[src/rtl/modn_pkg.sv]
// Shared constants and the count-step helper for the programmable modulo-N counter.
package modn_pkg;

   // Smallest modulus accepted by a write; anything below is rejected with err.
   localparam int MOD_MIN = 2;

   // Values of the up input.
   localparam logic DIR_UP   = 1'b1;
   localparam logic DIR_DOWN = 1'b0;

   // Wrapping next count for count q, modulus m and direction up.
   // Operands are carried at 32 bits so one helper serves any WIDTH up to 32.
   // The caller casts the result back to its own width.
   function automatic logic [31:0] modn_next(input logic [31:0] q,
                                             input logic [31:0] m,
                                             input logic        up);
      logic [31:0] nxt;
      if (up == DIR_UP) begin
         nxt = (q == m - 32'd1) ? 32'd0 : q + 32'd1;
      end else begin
         nxt = (q == 32'd0) ? m - 32'd1 : q - 32'd1;
      end
      return nxt;
   endfunction

endpackage

[src/rtl/modn_counter_prog_if.sv]
// Control and status bundle of the programmable modulo-N counter.
interface modn_counter_prog_if #(
   parameter int WIDTH = 8
);
   logic             en;
   logic             up;
   logic             oneshot;
   logic             load;
   logic [WIDTH-1:0] load_val;
   logic             mod_we;
   logic [WIDTH-1:0] mod_in;
   logic [WIDTH-1:0] q;
   logic [WIDTH-1:0] mod_q;
   logic             tc;
   logic             wrap;
   logic             done;
   logic             err;

   // Side that drives the controls and watches the count.
   modport master (
      output en, up, oneshot, load, load_val, mod_we, mod_in,
      input  q, mod_q, tc, wrap, done, err
   );

   // The counter itself.
   modport slave (
      input  en, up, oneshot, load, load_val, mod_we, mod_in,
      output q, mod_q, tc, wrap, done, err
   );
endinterface

[src/rtl/modn_mod_reg.sv]
// Modulus register: validates writes, holds the active modulus M and pulses err
// for one cycle on every rejected write.
module modn_mod_reg
   import modn_pkg::*;
#(
   parameter int WIDTH       = 8,
   parameter int MOD_DEFAULT = 6
) (
   input  logic             clk,
   input  logic             rst,
   input  logic             mod_we,
   input  logic [WIDTH-1:0] mod_in,
   output logic [WIDTH-1:0] mod_q,
   output logic             accept,
   output logic             err
);

   logic [WIDTH-1:0] mod_reg;
   logic             err_reg;
   logic             reject;

   // A write is taken only when the new modulus is at least MOD_MIN.
   always_comb begin
      accept = mod_we && (mod_in >= WIDTH'(MOD_MIN));
      reject = mod_we && (mod_in <  WIDTH'(MOD_MIN));
   end

   // Modulus and error-pulse registers; err is re-evaluated every edge so
   // consecutive rejected writes give consecutive pulses.
   always_ff @(posedge clk or posedge rst) begin
      if (rst) begin
         mod_reg <= WIDTH'(MOD_DEFAULT);
         err_reg <= 1'b0;
      end else begin
         if (accept) begin
            mod_reg <= mod_in;
         end
         err_reg <= reject;
      end
   end

   assign mod_q = mod_reg;
   assign err   = err_reg;

endmodule

[src/rtl/modn_counter_prog.sv]
// Runtime-programmable modulo-N up/down counter with load, one-shot mode,
// terminal-count flag and a registered wrap pulse for cascading.
module modn_counter_prog
   import modn_pkg::*;
#(
   parameter int WIDTH       = 8,
   parameter int MOD_DEFAULT = 6
) (
   input logic                clk,
   input logic                rst,
   modn_counter_prog_if.slave bus
);

   logic [WIDTH-1:0] q_reg, q_next;
   logic             wrap_reg, wrap_next;
   logic             done_reg, done_next;
   logic [WIDTH-1:0] mod_q;
   logic             mod_accept;
   logic             mod_err;
   logic [WIDTH-1:0] mod_eff;
   logic [WIDTH-1:0] term_val;
   logic             at_term;
   logic [WIDTH-1:0] q_step;

   modn_mod_reg #(
      .WIDTH       (WIDTH),
      .MOD_DEFAULT (MOD_DEFAULT)
   ) u_mod_reg (
      .clk    (clk),
      .rst    (rst),
      .mod_we (bus.mod_we),
      .mod_in (bus.mod_in),
      .mod_q  (mod_q),
      .accept (mod_accept),
      .err    (mod_err)
   );

   // Terminal value for the current direction, the wrapping step, and the
   // modulus a same-edge load must clamp against.
   always_comb begin
      term_val = (bus.up == DIR_UP) ? mod_q - WIDTH'(1) : '0;
      at_term  = (q_reg == term_val);
      q_step   = WIDTH'(modn_next(32'(q_reg), 32'(mod_q), bus.up));
      mod_eff  = mod_accept ? bus.mod_in : mod_q;
   end

   // Next count and flags: load beats a modulus write, which beats a step.
   always_comb begin
      q_next    = q_reg;
      done_next = done_reg;
      wrap_next = 1'b0;
      if (bus.load) begin
         q_next    = (bus.load_val > mod_eff - WIDTH'(1)) ? mod_eff - WIDTH'(1)
                                                          : bus.load_val;
         done_next = 1'b0;
      end else if (mod_accept) begin
         // Shrinking below the current count restarts at 0; no step this edge.
         if (q_reg >= bus.mod_in) begin
            q_next = '0;
         end
      end else if (bus.en && !done_reg) begin
         if (at_term && bus.oneshot) begin
            done_next = 1'b1;
         end else begin
            q_next    = q_step;
            wrap_next = at_term;
         end
      end
   end

   // Count, wrap and done registers.
   always_ff @(posedge clk or posedge rst) begin
      if (rst) begin
         q_reg    <= '0;
         wrap_reg <= 1'b0;
         done_reg <= 1'b0;
      end else begin
         q_reg    <= q_next;
         wrap_reg <= wrap_next;
         done_reg <= done_next;
      end
   end

   assign bus.q     = q_reg;
   assign bus.mod_q = mod_q;
   assign bus.tc    = at_term;
   assign bus.wrap  = wrap_reg;
   assign bus.done  = done_reg;
   assign bus.err   = mod_err;

endmodule

[src/flat_wrapper.sv]
// flat-port wrapper written by rule: the top's interface ports become plain ports
module modn_counter_prog_flat import modn_pkg::*;
#(
   parameter int WIDTH       = 8,
   parameter int MOD_DEFAULT = 6
)
  (clk, rst, bus_en, bus_up, bus_oneshot, bus_load, bus_load_val, bus_mod_we, bus_mod_in, bus_q, bus_mod_q, bus_tc, bus_wrap, bus_done, bus_err);
  modn_counter_prog_if #(.WIDTH(WIDTH)) bus_i ();
  input logic clk;
  input logic rst;
  input wire logic [$bits(bus_i.en)-1:0] bus_en;
  input wire logic [$bits(bus_i.up)-1:0] bus_up;
  input wire logic [$bits(bus_i.oneshot)-1:0] bus_oneshot;
  input wire logic [$bits(bus_i.load)-1:0] bus_load;
  input wire logic [$bits(bus_i.load_val)-1:0] bus_load_val;
  input wire logic [$bits(bus_i.mod_we)-1:0] bus_mod_we;
  input wire logic [$bits(bus_i.mod_in)-1:0] bus_mod_in;
  output wire logic [$bits(bus_i.q)-1:0] bus_q;
  output wire logic [$bits(bus_i.mod_q)-1:0] bus_mod_q;
  output wire logic [$bits(bus_i.tc)-1:0] bus_tc;
  output wire logic [$bits(bus_i.wrap)-1:0] bus_wrap;
  output wire logic [$bits(bus_i.done)-1:0] bus_done;
  output wire logic [$bits(bus_i.err)-1:0] bus_err;
  assign bus_i.en = bus_en;
  assign bus_i.up = bus_up;
  assign bus_i.oneshot = bus_oneshot;
  assign bus_i.load = bus_load;
  assign bus_i.load_val = bus_load_val;
  assign bus_i.mod_we = bus_mod_we;
  assign bus_i.mod_in = bus_mod_in;
  assign bus_q = bus_i.q;
  assign bus_mod_q = bus_i.mod_q;
  assign bus_tc = bus_i.tc;
  assign bus_wrap = bus_i.wrap;
  assign bus_done = bus_i.done;
  assign bus_err = bus_i.err;
  modn_counter_prog #(.WIDTH(WIDTH), .MOD_DEFAULT(MOD_DEFAULT)) u_core (.clk(clk), .rst(rst), .bus(bus_i));
endmodule
[config.mk]
export PLATFORM = sky130hd
export DESIGN_NAME = modn_counter_prog_flat
export DESIGN_NICKNAME = d
export VERILOG_FILES = /design/src/rtl/modn_pkg.sv /design/src/rtl/modn_counter_prog_if.sv /design/src/rtl/modn_mod_reg.sv /design/src/rtl/modn_counter_prog.sv /design/src/flat_wrapper.sv
export SDC_FILE = /design/constraint.sdc
export NUM_CORES = 1
export LEC_CHECK = 0
export ABC_CLOCK_PERIOD_IN_PS = 3780
export BUFFER_PORTS_ARGS = -buffer_cell sky130_fd_sc_hd__buf_2
export CORE_MARGIN = 4
export CORE_UTILIZATION = 45
export DETAILED_ROUTE_END_ITERATION = 8
export PLACE_DENSITY = 0.69
export SYNTH_ARGS = -nofsm -noshare
export SYNTH_HDL_FRONTEND = slang
export SYNTH_HIERARCHICAL = 1
export SYNTH_SLANG_ARGS = --single-unit
export TNS_END_PERCENT = 1
[constraint.sdc]
create_clock -name clk -period 3.78 [get_ports clk]
set_clock_uncertainty 0.2 [all_clocks]
set_input_delay 0.189 -clock clk [delete_from_list [all_inputs] [get_ports clk]]
set_output_delay 0.189 -clock clk [all_outputs]
set_load 0.1 [all_outputs]
==> summary.log <==
qor: cts.clkSinkCount 19
qor: grt.track_usage 22.3%
qor: setup_path.cp.depth 13
qor: setup_path.r2r_end u_core/bus.q[1]
qor: cts.clock_tree.root_cell sky130_fd_sc_hd__clkbuf_8
qor: power.power.density_cell_area 499 nW/um2
qor: setup_path.regToRegStartpoint u_core/u_mod_reg/mod_q[1]
qor: yosys.synthCells 276
qor: cells_and_area.nets 374
qor: run_status.run_status completed
qor: yosys.synth_seq_cells 19
qor: floorplan.core-area 4880 um2
qor: power.vdd_ir_drop_max 0.226 mV
qor: floorplan.io_pins 43
qor: cts.cts_htree_levels 1
qor: routing.detailedRoute.firstPassIterationCount 5
qor: grt.number_of_antenna_violations_at_the_first_check_in_global_routing 0
qor: routing.detail_route.vias_per_cell 5.98
qor: yosys.synthArstFlopShare 100%
qor: cts.cts-buffers-inserted 3
qor: place.detailed_place.area 2720 um2
qor: place.pre_cts_slack -278 ps
qor: timing.slew_viol_final 0
qor: floorplan.placement_rows 25
qor: routing.routed-via-count 2370
qor: yosys.synthDistinctLibCells 55
qor: timing.final_critical_path_setup_slack 117 ps
qor: yosys.synth_top_area_cell sky130_fd_sc_hd__dfrtp_1
qor: place.detailedPlacementHpwl 5400 um
qor: setup_path.cp-end-kind register
qor: grt.pin_count_of_the_biggest_net_entering_global_routing 15
qor: timing.hold_ws 55.8 ps
qor: setup_path.crit_path_max_incr_delay 610 ps
qor: timing.finalHoldViolCount 0
qor: yosys.yosys.cell_count.top_type sky130_fd_sc_hd__inv_1
qor: power.switching_share 56.3%
qor: setup_path.arrival 3590 ps
qor: power.power.sequential.fraction 24.2%
qor: routing.wl 6900 um
qor: cells_and_area.layout-area-overhead-vs-synth 20.8%
qor: power.p_int 0.614 mW
qor: cts.tritoncts built
qor: yosys.ys_dominant_reg_cell sky130_fd_sc_hd__dfrtp_1
qor: floorplan.die_area 6390 um2
qor: setup_path.rrSetupSlack 120 ps
qor: power.power.static_leakage 1.27 nW
qor: setup_path.termination_of_the_worst_setup_path u_core/bus.q[1]
qor: yosys.ys_top_cells_by_area sky130_fd_sc_hd__dfrtp_1 18%, sky130_fd_sc_hd__ha_1 11%, sky130_fd_sc_hd__xnor2_1 6.0%
qor: grt.first_global_vias 2217
qor: place.numPortBuffers 42
qor: timing.setup_viol 0
qor: yosys.netlist_top_cells_count 23 x sky130_fd_sc_hd__inv_1, 21 x sky130_fd_sc_hd__ha_1, 21 x sky130_fd_sc_hd__o21ai_0
qor: timing.timing.final.crit_period 3660 ps
qor: routing.drt_drc_violations_left 0
qor: cells_and_area.insertedDiodeCount 0
qor: timing.actual_transition_at_the_worst_max_transition_pin 629 ps
qor: routing.post_detailed_route_wirelength_per_cell 17.4 um
qor: min_path.timing.hold.worst.class in2reg
qor: floorplan.die_y 79.9 um
qor: setup_path.timing.critical_path.max_delay_family simple AND/OR/NAND/NOR gates
qor: power.comb_power_share 65.3%
qor: timing.timing.final.crit_share 96.9%
qor: timing.maxClockFrequency 273 MHz
qor: grt.grt_pass1_wl 11200 um
qor: cts.clk_latency 260 ps
qor: yosys.synth_enable_flop_cells 0
qor: yosys.synth_nets 320
qor: cts.clkTransAtPathRegs 80 ps
qor: grt.gr-total-overflow 0
qor: setup_path.timing.critical_path.from u_core/u_mod_reg/mod_q[1]
qor: cells_and_area.register_area 478 um2
qor: cells_and_area.multi_input_area 1750 um2
qor: yosys.synth_largest_type_area_fraction 18.3%
qor: place.dpl_cells 389
qor: cts.cts-root-to-sink-buffers 2
qor: setup_path.slowest_cell_on_the_critical_path sky130_fd_sc_hd__or4_4
qor: yosys.synthesis.area 2330 um2
qor: setup_path.crit_path_max_fanout 8
qor: yosys.yosysWarningCount 6
qor: cells_and_area.instances_no_fill 396
qor: routing.route.antenna.remaining_nets 0
qor: cells_and_area.filler_cell_count 470
qor: setup_path.path_common_cell sky130_fd_sc_hd__o21ai_0
qor: cells_and_area.share_of_cells_above_drive_strength_1 28.9%
qor: place.routabilityCongestion 0.906
qor: floorplan.initial_core_util 47.7%
qor: setup_path.crit_path_required_time 3710 ps
qor: setup_path.worst-setup-path-type reg2reg
qor: power.share_clk_of_total_power 10.5%
qor: run.max-cap-violations 0
qor: cells_and_area.post-route-cell-area 2810 um2
qor: setup_path.critical_path.cell_chain or4_4 > nor4_4 > xnor2_1 > mux2_2 > ha_1 > nand4_1 > o21bai_1 > a22o_2 > buf_4 > nand2_1 > o21ai_0 > a222oi_1 > o21ai_0
qor: setup_path.critical_path.n_buffers_inverters 1
qor: timing.max-slew-margin-rel 57.5%
qor: floorplan.fp.dieW 79.9 um
qor: yosys.seq_area_frac_synth 20.5%
qor: setup_path.startpoint_type register
qor: power.total_switching_power 0.791 mW
qor: setup_path.r2r.worst_path.cells 13
qor: yosys.synth_area_per_cell 8.44 um2
qor: routing.drt-initial-drc-count 243
==> worst min-delay path by stage <==
stage / from / end / depth (start not counted)
floorplan: rst / u_core/u_mod_reg/err / 1
global placement: rst / u_core/u_mod_reg/err / 2
detailed placement: rst / u_core/u_mod_reg/mod_q[0] / 2
CTS: bus_en / u_core/bus.done / 3
global route: bus_en / u_core/bus.done / 3
finish: bus_en / u_core/bus.done / 3
==> through the flow <==
step                TNS, ps  power [mW]  utilization, %
floorplan             -1120        1.04               -
global placement      -1250        1.22            55.7
detailed placement    -1710        1.23            55.7
CTS                       0        1.39            56.9
global route          -5.82        1.49            57.7
finish                    0        1.41            57.7
==> layout by cell type, fill, tap and decap left out, types with 4 or more instances in the layout <==
master	Yosys	final
sky130_fd_sc_hd__nand2_1	17	17
sky130_fd_sc_hd__nor3b_1	4	4
sky130_fd_sc_hd__nor3_1	16	15
sky130_fd_sc_hd__nor2b_1	6	6
sky130_fd_sc_hd__buf_2	0	42
sky130_fd_sc_hd__mux2_2	4	4
sky130_fd_sc_hd__mux2i_1	9	8
sky130_fd_sc_hd__nand3_1	7	7
sky130_fd_sc_hd__inv_1	23	22
sky130_fd_sc_hd__dfrtp_1	17	17
sky130_fd_sc_hd__buf_4	1	20
sky130_fd_sc_hd__nor2_1	17	17
sky130_fd_sc_hd__o21ai_0	21	19
sky130_fd_sc_hd__a22o_1	8	7
sky130_fd_sc_hd__a21oi_1	16	15
sky130_fd_sc_hd__ha_1	21	20
sky130_fd_sc_hd__and3_1	4	4
sky130_fd_sc_hd__xnor2_1	16	15
==> worst min-delay path, cell delays in order <==
cell and delay, ps:
sky130_fd_sc_hd__buf_2 90, sky130_fd_sc_hd__nand2_1 100, sky130_fd_sc_hd__o32ai_1 100
==> power groups by stage <==
stage / sequential (mW) / clock, mW / combinational (mW)
finish: 0.341 / 0.147 / 0.918
global route: 0.349 / 0.163 / 0.982
CTS: 0.338 / 0.153 / 0.898
detailed placement: 0.343 / 0 / 0.889
global placement: 0.342 / 0 / 0.883
floorplan: 0.542 / 0 / 0.497
==> layout make-up <==
cell class              count  share of cell area (%)
well taps                  67                    2.98
clock buffers               4                    1.60
multi-input cells         220                    62.2
repair buffers             63                    13.2
flip-flops and latches     19                    17.0
inverters                  23                    3.07
==> repair_timing <==
action	in CTS	in global routing
buffers inserted	0	2
hold buffers	1	0
resized for setup	1	4
endpoints found under the hold margin	17	0
setup endpoints to repair	1	8
pin swaps	0	3
==> cells by family (layout without fill, tap and decap cells) <==
group / after synthesis / count (layout) / synth area share (%)
xor gates and xnor gates: 20 / 20 / 8.11
buffers and inverters: 37 / 90 / 6.45
AOI/OAI and AO/OA: 76 / 76 / 25.4
and+or+nand+nor: 89 / 89 / 21.8
muxes: 14 / 14 / 6.45
DFF: 19 / 19 / 20.5
adders and majority gates: 21 / 21 / 11.3
==> routing by layer <==
metal | global-route usage (%) | vias to the layer above | routed length (um) | share of wire [%]
li1 | - | 1133 | - | -
met1 | 32.6 | 1141 | 3310 | 48
met2 | 34.7 | 84 | 3110 | 45
met3 | 1.92 | 12 | 389 | 5.6
met4 | 6.42 | 0 | 86 | 1.2
met5 | 0 | - | 0 | 0
(Power assumes the default switching activity.)
